$ cat config.mk
export PLATFORM = sky130hd
export DESIGN_NAME = fetch_unit
export DESIGN_NICKNAME = d
export VERILOG_FILES = /design/src/rtl/fetch_unit.sv
export SDC_FILE = /design/constraint.sdc
export NUM_CORES = 1
export LEC_CHECK = 0
export ABC_CLOCK_PERIOD_IN_PS = 3350
export BUFFER_PORTS_ARGS = -buffer_cell sky130_fd_sc_hd__buf_2
export CORE_MARGIN = 5
export CORE_UTILIZATION = 50
export CTS_CLUSTER_DIAMETER = 60
export DETAILED_ROUTE_END_ITERATION = 10
export PLACE_DENSITY = 0.76
export SLEW_MARGIN = 5
export SYNTH_ARGS = -nofsm -noshare
export SYNTH_HDL_FRONTEND = slang
export SYNTH_SLANG_ARGS = --single-unit
$ cat constraint.sdc
create_clock -name clk -period 3.35 [get_ports clk]
set_input_delay 0.1675 -clock clk [delete_from_list [all_inputs] [get_ports clk]]
set_output_delay 0.1675 -clock clk [all_outputs]
set_load 0.01 [all_outputs]
$ cat src/rtl/fetch_unit.sv
// Instruction-fetch stage: owns the fetch PC, drives a 1-cycle-latency instruction ROM
// and buffers responses in a 2-entry queue. Optional counters: FETCH_PERF_COUNTERS_EN.
module fetch_unit #(
  parameter int                      PC_WIDTH    = 16,
  parameter int                      INSTR_WIDTH = 20,
  parameter int                      PC_STEP     = 1,
  parameter logic [PC_WIDTH-1:0]     RESET_PC    = '0,
  parameter logic [INSTR_WIDTH-1:0]  NOP_INSTR   = '0
) (
  input  logic                   clk,
  input  logic                   reset,
  input  logic                   stall,
  input  logic                   flush,
  input  logic                   select_pc_mux,
  input  logic [PC_WIDTH-1:0]    branch_address,
  output logic [PC_WIDTH-1:0]    imem_address,
  input  logic [INSTR_WIDTH-1:0] imem_data,
  output logic [INSTR_WIDTH-1:0] instruction_fetch,
  output logic [PC_WIDTH-1:0]    pc_mux_output,
  output logic                   fetch_valid
`ifdef FETCH_PERF_COUNTERS_EN
  ,
  output logic [15:0]            redirect_count,
  output logic [15:0]            stall_count
`endif
);

  localparam logic [PC_WIDTH-1:0] STEP = PC_WIDTH'(PC_STEP);

  logic [PC_WIDTH-1:0]    fetch_pc_q, fetch_pc_d;
  logic                   epoch_q, epoch_d;
  logic                   infl_valid_q, infl_valid_d;
  logic [PC_WIDTH-1:0]    infl_pc_q, infl_pc_d;
  logic                   infl_epoch_q, infl_epoch_d;
  logic [1:0]             occ_q, occ_d;
  logic [PC_WIDTH-1:0]    last_pc_q, last_pc_d;
  logic [PC_WIDTH-1:0]    buf_pc_q    [2];
  logic [PC_WIDTH-1:0]    buf_pc_d    [2];
  logic [INSTR_WIDTH-1:0] buf_instr_q [2];
  logic [INSTR_WIDTH-1:0] buf_instr_d [2];

  logic       redirect;
  logic       pop;
  logic       push;
  logic       issue;
  logic [1:0] occ_after;
  logic [1:0] wr_idx;

  assign imem_address      = fetch_pc_q;
  assign fetch_valid       = (occ_q != 2'd0);
  assign instruction_fetch = fetch_valid ? buf_instr_q[0] : NOP_INSTR;
  assign pc_mux_output     = fetch_valid ? buf_pc_q[0] : last_pc_q;

  // A redirect discards everything, so it suppresses consume, completion and issue alike.
  assign redirect  = flush | select_pc_mux;
  assign pop       = fetch_valid & ~stall & ~redirect;
  assign push      = infl_valid_q & (infl_epoch_q == epoch_q) & ~redirect;
  assign occ_after = occ_q - {1'b0, pop} + {1'b0, push};
  assign wr_idx    = occ_q - {1'b0, pop};
  assign issue     = ~redirect & (occ_after < 2'd2);

  always_comb begin
    fetch_pc_d   = fetch_pc_q;
    epoch_d      = epoch_q;
    infl_valid_d = issue;
    infl_pc_d    = fetch_pc_q;
    infl_epoch_d = epoch_q;
    occ_d        = occ_q;
    last_pc_d    = pc_mux_output;
    buf_pc_d     = buf_pc_q;
    buf_instr_d  = buf_instr_q;

    if (redirect) begin
      occ_d      = 2'd0;
      epoch_d    = ~epoch_q;
      fetch_pc_d = select_pc_mux ? branch_address : (pc_mux_output + STEP);
    end else begin
      if (pop) begin
        buf_pc_d[0]    = buf_pc_q[1];
        buf_instr_d[0] = buf_instr_q[1];
      end
      // Write after the shift so a same-cycle pop+push lands in the freed slot.
      if (push && (wr_idx < 2'd2)) begin
        buf_pc_d[wr_idx[0]]    = infl_pc_q;
        buf_instr_d[wr_idx[0]] = imem_data;
      end
      occ_d = occ_after;
      if (issue) begin
        fetch_pc_d = fetch_pc_q + STEP;
      end
    end
  end

  always_ff @(posedge clk) begin
    if (!reset) begin
      fetch_pc_q   <= RESET_PC;
      epoch_q      <= 1'b0;
      infl_valid_q <= 1'b0;
      infl_pc_q    <= '0;
      infl_epoch_q <= 1'b0;
      occ_q        <= 2'd0;
      last_pc_q    <= '0;
      for (int i = 0; i < 2; i++) begin
        buf_pc_q[i]    <= '0;
        buf_instr_q[i] <= NOP_INSTR;
      end
    end else begin
      fetch_pc_q   <= fetch_pc_d;
      epoch_q      <= epoch_d;
      infl_valid_q <= infl_valid_d;
      infl_pc_q    <= infl_pc_d;
      infl_epoch_q <= infl_epoch_d;
      occ_q        <= occ_d;
      last_pc_q    <= last_pc_d;
      buf_pc_q     <= buf_pc_d;
      buf_instr_q  <= buf_instr_d;
    end
  end

`ifdef FETCH_PERF_COUNTERS_EN
  logic [15:0] redirect_count_q, redirect_count_d;
  logic [15:0] stall_count_q, stall_count_d;

  always_comb begin
    redirect_count_d = redirect_count_q;
    stall_count_d    = stall_count_q;
    if (redirect && (redirect_count_q != 16'hFFFF)) begin
      redirect_count_d = redirect_count_q + 16'd1;
    end
    if (stall && fetch_valid && (stall_count_q != 16'hFFFF)) begin
      stall_count_d = stall_count_q + 16'd1;
    end
  end

  always_ff @(posedge clk) begin
    if (!reset) begin
      redirect_count_q <= 16'd0;
      stall_count_q    <= 16'd0;
    end else begin
      redirect_count_q <= redirect_count_d;
      stall_count_q    <= stall_count_d;
    end
  end

  assign redirect_count = redirect_count_q;
  assign stall_count    = stall_count_q;
`endif

endmodule

Word level (Yosys, flattened, before mapping)
Index checks and enable logic that the tools add are counted.

Register bits: 125. Input port bits: 41. Output and inout port bits: 53.

Order comparisons: 4. Bitwise logic cells: 11. $add $sub $neg: 4. Reductions and logical operators: 6. Equal/unequal tests: 1. Multiplexer cells: 17.

Operator list (count): 2-to-1 mux 16 bit (7); 2-to-1 mux 20 bit (4); bitwise mux 40 bit (1); 2-to-1 mux 40 bit (1); adder 16 x 1 -> 16 bit (second input constant) (2); bitwise mux 32 bit (1); 2-to-1 mux 32 bit (1); demux 20 bit (select 1 bit) (1); demux 16 bit (select 1 bit) (1); AND 1 bit (5); less-than comparator 2 bit (second input constant) (2); NOT 1 bit (4); nonzero test 2 bit (2); adder 2 x 1 -> 2 bit (1); >= comparator 2 bit (second input constant) (1); logical AND 1 bit (2); less-than comparator 2 x 1 -> 1 bit (second input constant) (1); NOT 1 -> 2 bit (1); AND reduction 2 bit (1); OR reduction 2 bit (1); subtractor 2 x 1 -> 2 bit (1); equality test 1 bit (1); OR 1 bit (1).

Depth between registers and ports, before layout
Gate-level depths: netlist of run 1.

Depth in word-level cells: 11. Mapped depth: 15. Depth with buffers taken out: 11.

Worst setup path after synthesis of run 1
OpenSTA, ideal clock, no wires.

Path type: register to register. From: reg occ_q[1]. To: reg fetch_pc_q[7], in the netlist imem_address[7]. Setup slack: 171 ps. Data arrival time: 3063 ps. Cell stages (with the launch flop): 16. Data required time: 3234 ps. Path buffers: 4. Cell sequence: dfxtp_1 -> buf_2 -> nor2_2 -> nor4_1 -> buf_2 -> buf_2 -> ha_1 -> inv_1 -> ha_1 -> xnor3_1 -> clkbuf_1 -> nand3_1 -> xnor2_1 -> nor2_1 -> a211oi_1 -> a31o_2.

Word-level cells in the longest chain between the ends: 8. Elaborated cells between the ends (all ways): 12.

RTL lines: from (decl) (RTL line 35) `logic [1:0] occ_q, occ_d;`; from (signal assigned) (RTL line 101) `occ_q <= 2'd0;`; from (signal assigned) (RTL line 113) `occ_q <= occ_d;`; nonzero test 2 bit (RTL line 50) `assign fetch_valid = (occ_q != 2'd0);`; AND 1 bit (2 in series) (RTL line 56) `assign pop = fetch_valid & ~stall & ~redirect;`; subtractor 2 x 1 -> 2 bit (RTL line 58) `assign occ_after = occ_q - {1'b0, pop} + {1'b0, push};`; adder 2 x 1 -> 2 bit (RTL line 58); less-than comparator 2 bit (RTL line 60) `assign issue = ~redirect & (occ_after < 2'd2);`; AND 1 bit (RTL line 60); nonzero test 2 bit (no line); to (signal assigned) (RTL line 108) `fetch_pc_q <= fetch_pc_d;`; to (decl) (RTL line 30) `logic [PC_WIDTH-1:0] fetch_pc_q, fetch_pc_d;`.

Parallel ways exist; a longest one is shown, timed or not. A chain may end at the register's enable or synchronous reset.

Worst setup path in the final report of run 1
From: reg occ_q[0]. To: reg fetch_pc_q[10], in the netlist imem_address[10].

The elaborated chain is that of the path after synthesis.

==> out/metrics.yaml, run 1 <==
placed_area_mm2: 0.00616
rsz0062_at_grt: "false"
routedWlPerCell_um: 15.9
grt_max_degree: 57
drtAntennaViolNets: 0
yosysUniqueCellTypes: 48
worst_slew_pin_slew_ps: 982
grt_pass1_vias: 5007
insertion_delay_ps: 510
setup_viol: 0
synth_edf_count: 0
cts_setup_buffers: 0
core_mm2: 0.0109
clock_sinks: 125
pin_count: 94
power.share.clock_pct: 51.5
ys_ff_latch: 125
arrival_ps: 3330
finClkSkew_ps: 5.54
critPathTopFamily: "simple AND/OR/NAND/NOR gates"
ys_seq_area_share_pct: 45.0
cts_root_buf: "clkbuf_8"
leakagePower_nw: 2.97
die_x_um: 116
drt-total-wl_um: 14500
sw_frac_of_total_pct: 21.0
die_area_mm2: 0.0133
syn_area_mm2: 0.00557
ys_top_cells_by_area: "dfxtp_1 45%, mux2i_1 8.8%, nand2_1 6.9%"
finalCriticalPeriod_ps: 2880
dr.pass1.iters: 5
numPortBuffers: 93
track_usage_pct: 22.1
initial_core_util_pct: 51.1
path_cells: "nor2_2 -> nor4_2 -> ha_1 -> inv_1 -> ha_1 -> xnor3_1 -> nand4_1 -> or3_1 -> a21oi_1 -> a31oi_1 -> a21oi_1"
finalPower_w: 0.00356
critical_path_class: "reg2reg"
crit_slowest_cell: "dfxtp_1"
cpPeakStageDelay_ps: 630
synth_top_area_share_pct: 45.0
synth_commonest_cells: "125 x dfxtp_1, 102 x nand2_1, 61 x nor2_1"
syn_inst: 650
run_status: "complete, no violations"
fmax_mhz: 347
final_area_mm2: 0.00708
critPathMaxFanout: 15
yosys_warnings: 0
fillers: 878
worst-path-buf-inv: 1
synth.most_common_cell: "dfxtp_1"
ir_drop_uv: 274
finalCritPeriodShare_pct: 86.0
p_sw_w: 0.000747
area_growth_pct: 27.2
ctsHtreeMaxLevel: 4
pwr-share-seq_pct: 43.5
syn_avg_cell_area_um2: 8.56
clk_pin_slew_ps: 60
antenna_found_initial: 0
grt_pass1_wl_um: 23800
cts_resized: 0
diodes: 0
required_ps: 3790
cts_made_buffers: 17
hp-class: "in2reg"
rows: 38
yosysTopAreaCell: "dfxtp_1"
final-hold-violation-count: 0
p_per_area_mw_per_mm2: 502
critPathLaunchType: "flop"
vias_per_cell: 5.56
relSlewSlack_pct: 34.5
nets: 809
p_int_w: 0.00281
grt.overflow.total: 0
cts_tree: "done"
hpwl_um: 9340
drv_slew: 0
die_y_um: 116
drv_cap: 0
crit_path_end_kind: "flop"
clk_path_buf_depth: 2
drc_errors: 0
combPwrFrac_pct: 5.0
synthArstFlopShare_pct: 0
gp_congestion: 0.927
drtIter0Drc: 368
drive_gt1_share_pct: 18.7
yosys_most_used_dff: "dfxtp_1"
synth_nets: 695
vias: 5094
setup_tns_ps: 0
-- final timing paths --
check | startpoint | to | slack [ps] | cells after the start
max reg2reg | occ_q[0] | imem_address[10] | 470 | 11
min | branch_address[9] | imem_address[9] | 30 | 4
max | occ_q[0] | imem_address[10] | 470 | 11
min reg2reg | infl_pc_q[6] | flop | 450 | 2
-- layout make-up --
| cell class | instances | area, µm² | area share, % |
|---|---|---|---|
| tap | 140 | 175 | 2.47 |
| inverter | 20 | 75.1 | 1.06 |
| clock inverter | 6 | 108 | 1.52 |
| timing repair buffer | 138 | 911 | 12.9 |
| clock buffer | 25 | 484 | 6.84 |
| multi-input combinational | 462 | 2830 | 39.9 |
| sequential | 125 | 2500 | 35.3 |
-- power groups by stage --
stage,Sequential (W),Clock [W],Combinational (W)
global placement,0.00158,0,0.000145
floorplan,0.00157,0,0.0000843
finish,0.00155,0.00183,0.000180
CTS,0.00155,0.00185,0.000178
global route,0.00155,0.00193,0.000198
detailed placement,0.00158,0,0.000148
-- per-stage QoR --
step | worst slack [ps] | hold WS, ps | instances | utilization [%]
global route | 175 | 50.3 | 916 | 65.0
detailed placement | 522 | 403 | 852 | 56.6
finish | 468 | 25.0 | 916 | 65.0
CTS | 489 | 4.72 | 916 | 65.0
global placement | 658 | 403 | 852 | 56.6
floorplan | 171 | 303 | 650 | -
-- cell usage in the layout (no fill, tap or decap), drive strengths merged, types with 5 or more instances in the layout --
cell type    synthesis  layout
xor2                 7       7
nand2              102     102
and2                37      37
xnor2               14      14
nand3                9       9
nand4                6       6
clkbuf              34      25
a211oi              39      39
o21ai               17      17
mux2i               49      49
dlygate4sd3          0      33
a21oi               52      52
buf                  9     105
dfxtp              125     125
a22oi                5       5
inv                 20      20
nor2                62      62
o211ai               7       7
and3                 8       8
-- cell families (layout without fill, tap and decap cells) --
kind of cell	Yosys count	count (layout)	share of synthesized area, %
DFF	125	125	45.0
xor gates and xnor gates	22	22	3.71
buffers and inverters	63	189	4.43
AOI/OAI and AO/OA	139	139	16.0
adders and majority gates	4	4	0.899
muxes	51	51	9.22
and+or+nand+nor	246	246	20.8
-- routing by layer --
metal | up-vias | share of wire [%] | track usage, %
li1 | 2481 | - | -
met5 | - | 0 | 0
met4 | 0 | 1.3 | 7.59
met3 | 21 | 7.2 | 5.01
met2 | 192 | 46 | 35.6
met1 | 2400 | 46 | 29.4
-- tightest hold or removal path, delay by kind of cell --
kind | cells | cell delay, ps
buf+inv | 1 | 90
compound gates | 3 | 260
-- repair_timing --
item	4_1_cts	5_1_grt
hold endpoints to repair	53	0
hold buffers	33	0
endpoints found under the setup margin	0	0
Note: power is estimated with default switching activity, not from simulation.
==> run 2, diff against run 1 <==
ABC_CLOCK_PERIOD_IN_PS = 2600   (was 3350)
clock period = 2.6 ns   (was 3.35 ns; I/O delays follow)
==> run 2 against run 1 <==
Compared with the run above:
- critical path depth down 3
- final area up 1.3%
- power up 24%
- global-route usage up 0.66 points
- non-clock buffer count up 9
- core utilization up 0.83 points
- clock power up 18%
- fmax up 15%
- clock skew about the same
- combinational power up 36%
- first-iteration DRC count up 28%
- wire length up 1.4%
- critical endpoint is now imem_address[15]
- largest power group unchanged
==> out/metrics.yaml, run 2 (synthesized netlist as in run 1, its figures left out) <==
diodes: 0
rows: 38
finClkSkew_ps: 5.81
initial_core_util_pct: 51.1
reg2regPathDepth: 8
insertion_delay_ps: 520
p_per_area_mw_per_mm2: 613
rsz0062_at_grt: "false"
vias_per_cell: 5.50
hp-class: "in2reg"
endpoint: "imem_address[15]"
drt-total-wl_um: 14700
grt_max_degree: 98
cp_common_cell: "buf_4"
wl_met1_um: 6590
final_area_mm2: 0.00717
multi_input_area_mm2: 0.00288
numPortBuffers: 93
grt.overflow.total: 0
routedWlPerCell_um: 15.9
arrival_ps: 2890
reg2reg_slack_ps: 90
crit_slowest_cell: "or4bb_1"
drtAntennaViolNets: 0
crit_start: "occ_q[1]"
die_x_um: 116
critPathLaunchType: "flop"
critPathMaxFanout: 9
routed-wl-met2_um: 6920
placed_area_mm2: 0.00623
run_status: "complete, no violations"
drive_gt1_share_pct: 20.5
drtIter0Drc: 470
ir_drop_uv: 449
core_mm2: 0.0109
drv_cap: 0
drv_slew: 0
fillers: 880
vias: 5083
nets: 818
timing.rr.start: "occ_q[1]"
cts_made_buffers: 17
r2r-end: "imem_address[15]"
critPathTopFamily: "simple AND/OR/NAND/NOR gates"
cts_tree: "done"
gp_congestion: 0.919
ctsHtreeMaxLevel: 4
die_y_um: 116
cts_root_buf: "clkbuf_8"
clk_path_buf_depth: 2
dr_wl_met3_um: 1050
finalCritPeriodShare_pct: 96.6
setup_viol: 0
path_cells: "buf_4 -> or4bb_1 -> a222oi_1 -> buf_4 -> nand3_2 -> or3_1 -> a32oi_1 -> a21oi_1"
seqCellArea_mm2: 0.00251
pin_count: 94
whs_ps: 53.7
top_layer_used: "met4"
critical_path_class: "reg2reg"
finalCriticalPeriod_ps: 2510
clk_pin_slew_ps: 60
antenna_found_initial: 0
grt_pass1_vias: 5033
final_common_cell: "dfxtp_1"
grt_pass1_wl_um: 24300
track_usage_pct: 22.8
clock_sinks: 125
crit_cells: 8
final-hold-violation-count: 0
final_cell_mix: "123 x dfxtp_1, 101 x nand2_1, 93 x buf_2"
hpwl_um: 9280
relSlewSlack_pct: 55.9
cpPeakStageDelay_ps: 530
dr.pass1.iters: 5
fmax_mhz: 398
required_ps: 2980
worst_slew_pin_slew_ps: 661
area_growth_pct: 28.8
die_area_mm2: 0.0133
drc_errors: 0
crit_path_end_kind: "flop"
leakagePower_nw: 3.01
worst-path-buf-inv: 2
==> run 2: cell count changes in the layout (fill, tap and decap cells not counted), sizes merged <==
| cell | delta |
|---|---|
| clkbuf | -1 |
| bufinv | -2 |
| clkinv | +2 |
| buf | +7 |
| dlygate4sd3 | +2 |
==> run 2: how the worst min path moves through the flow <==
stage | from | to | slack, ps | depth (start not counted)
floorplan | imem_data[19] | flop | 270 | 2
global placement | branch_address[5] | imem_address[5] | 350 | 3
detailed placement | branch_address[5] | imem_address[5] | 370 | 3
CTS | branch_address[11] | imem_address[11] | 9 | 4
global route | branch_address[11] | imem_address[11] | 70 | 4
finish | branch_address[11] | imem_address[11] | 50 | 4
==> run 2: timing repair <==
item / in CTS / in global routing
resized for setup: 1 / 5
endpoints found under the hold margin: 55 / 0
endpoints found under the setup margin: 3 / 11
hold buffers: 35 / 0
gates cloned: 0 / 0
setup buffers: 0 / 2
pin swaps: 0 / 1
==> run 2: layer usage <==
layer / GRT usage, % / vias up
li1: - / 2494
met1: 30.3 / 2359
met2: 36.5 / 209
met3: 5.12 / 21
met4: 8.14 / 0
met5: 0 / -
==> run 2: power breakdown <==
group	internal (W)	switching, W
registers	0.00195	0.0000365
clock network	0.00135	0.000805
logic	0.000119	0.000126
==> run 2: tightest hold or removal path, delay by kind of cell <==
| family | cells | cell delay, ps |
|---|---|---|
| compound gates | 2 | 260 |
| buf+inv | 1 | 70 |
| simple gates | 1 | 70 |
==> run 2: area by class of cell <==
class                      instances  share of cell area [%]
clock buffer                      24                    6.70
timing repair buffer             147                    13.8
multi-input combinational        462                    40.2
inverter                          20                    1.05
clock inverter                     6                   0.855
sequential                       125                    35.0
tap                              140                    2.44
==> run 2: per-stage QoR <==
stage	util (%)	setup TNS, ps	std cells	setup WS, ps	power [W]
after floorplan	-	-592	650	-118	0.00214
after global placement	57.2	0	857	80.6	0.00222
after detailed placement	57.2	-92.9	857	-48.7	0.00223
after CTS	65.5	0	922	26.6	0.00443
after global routing	65.9	0	924	9.51	0.00454
final	65.9	0	924	88.6	0.00439
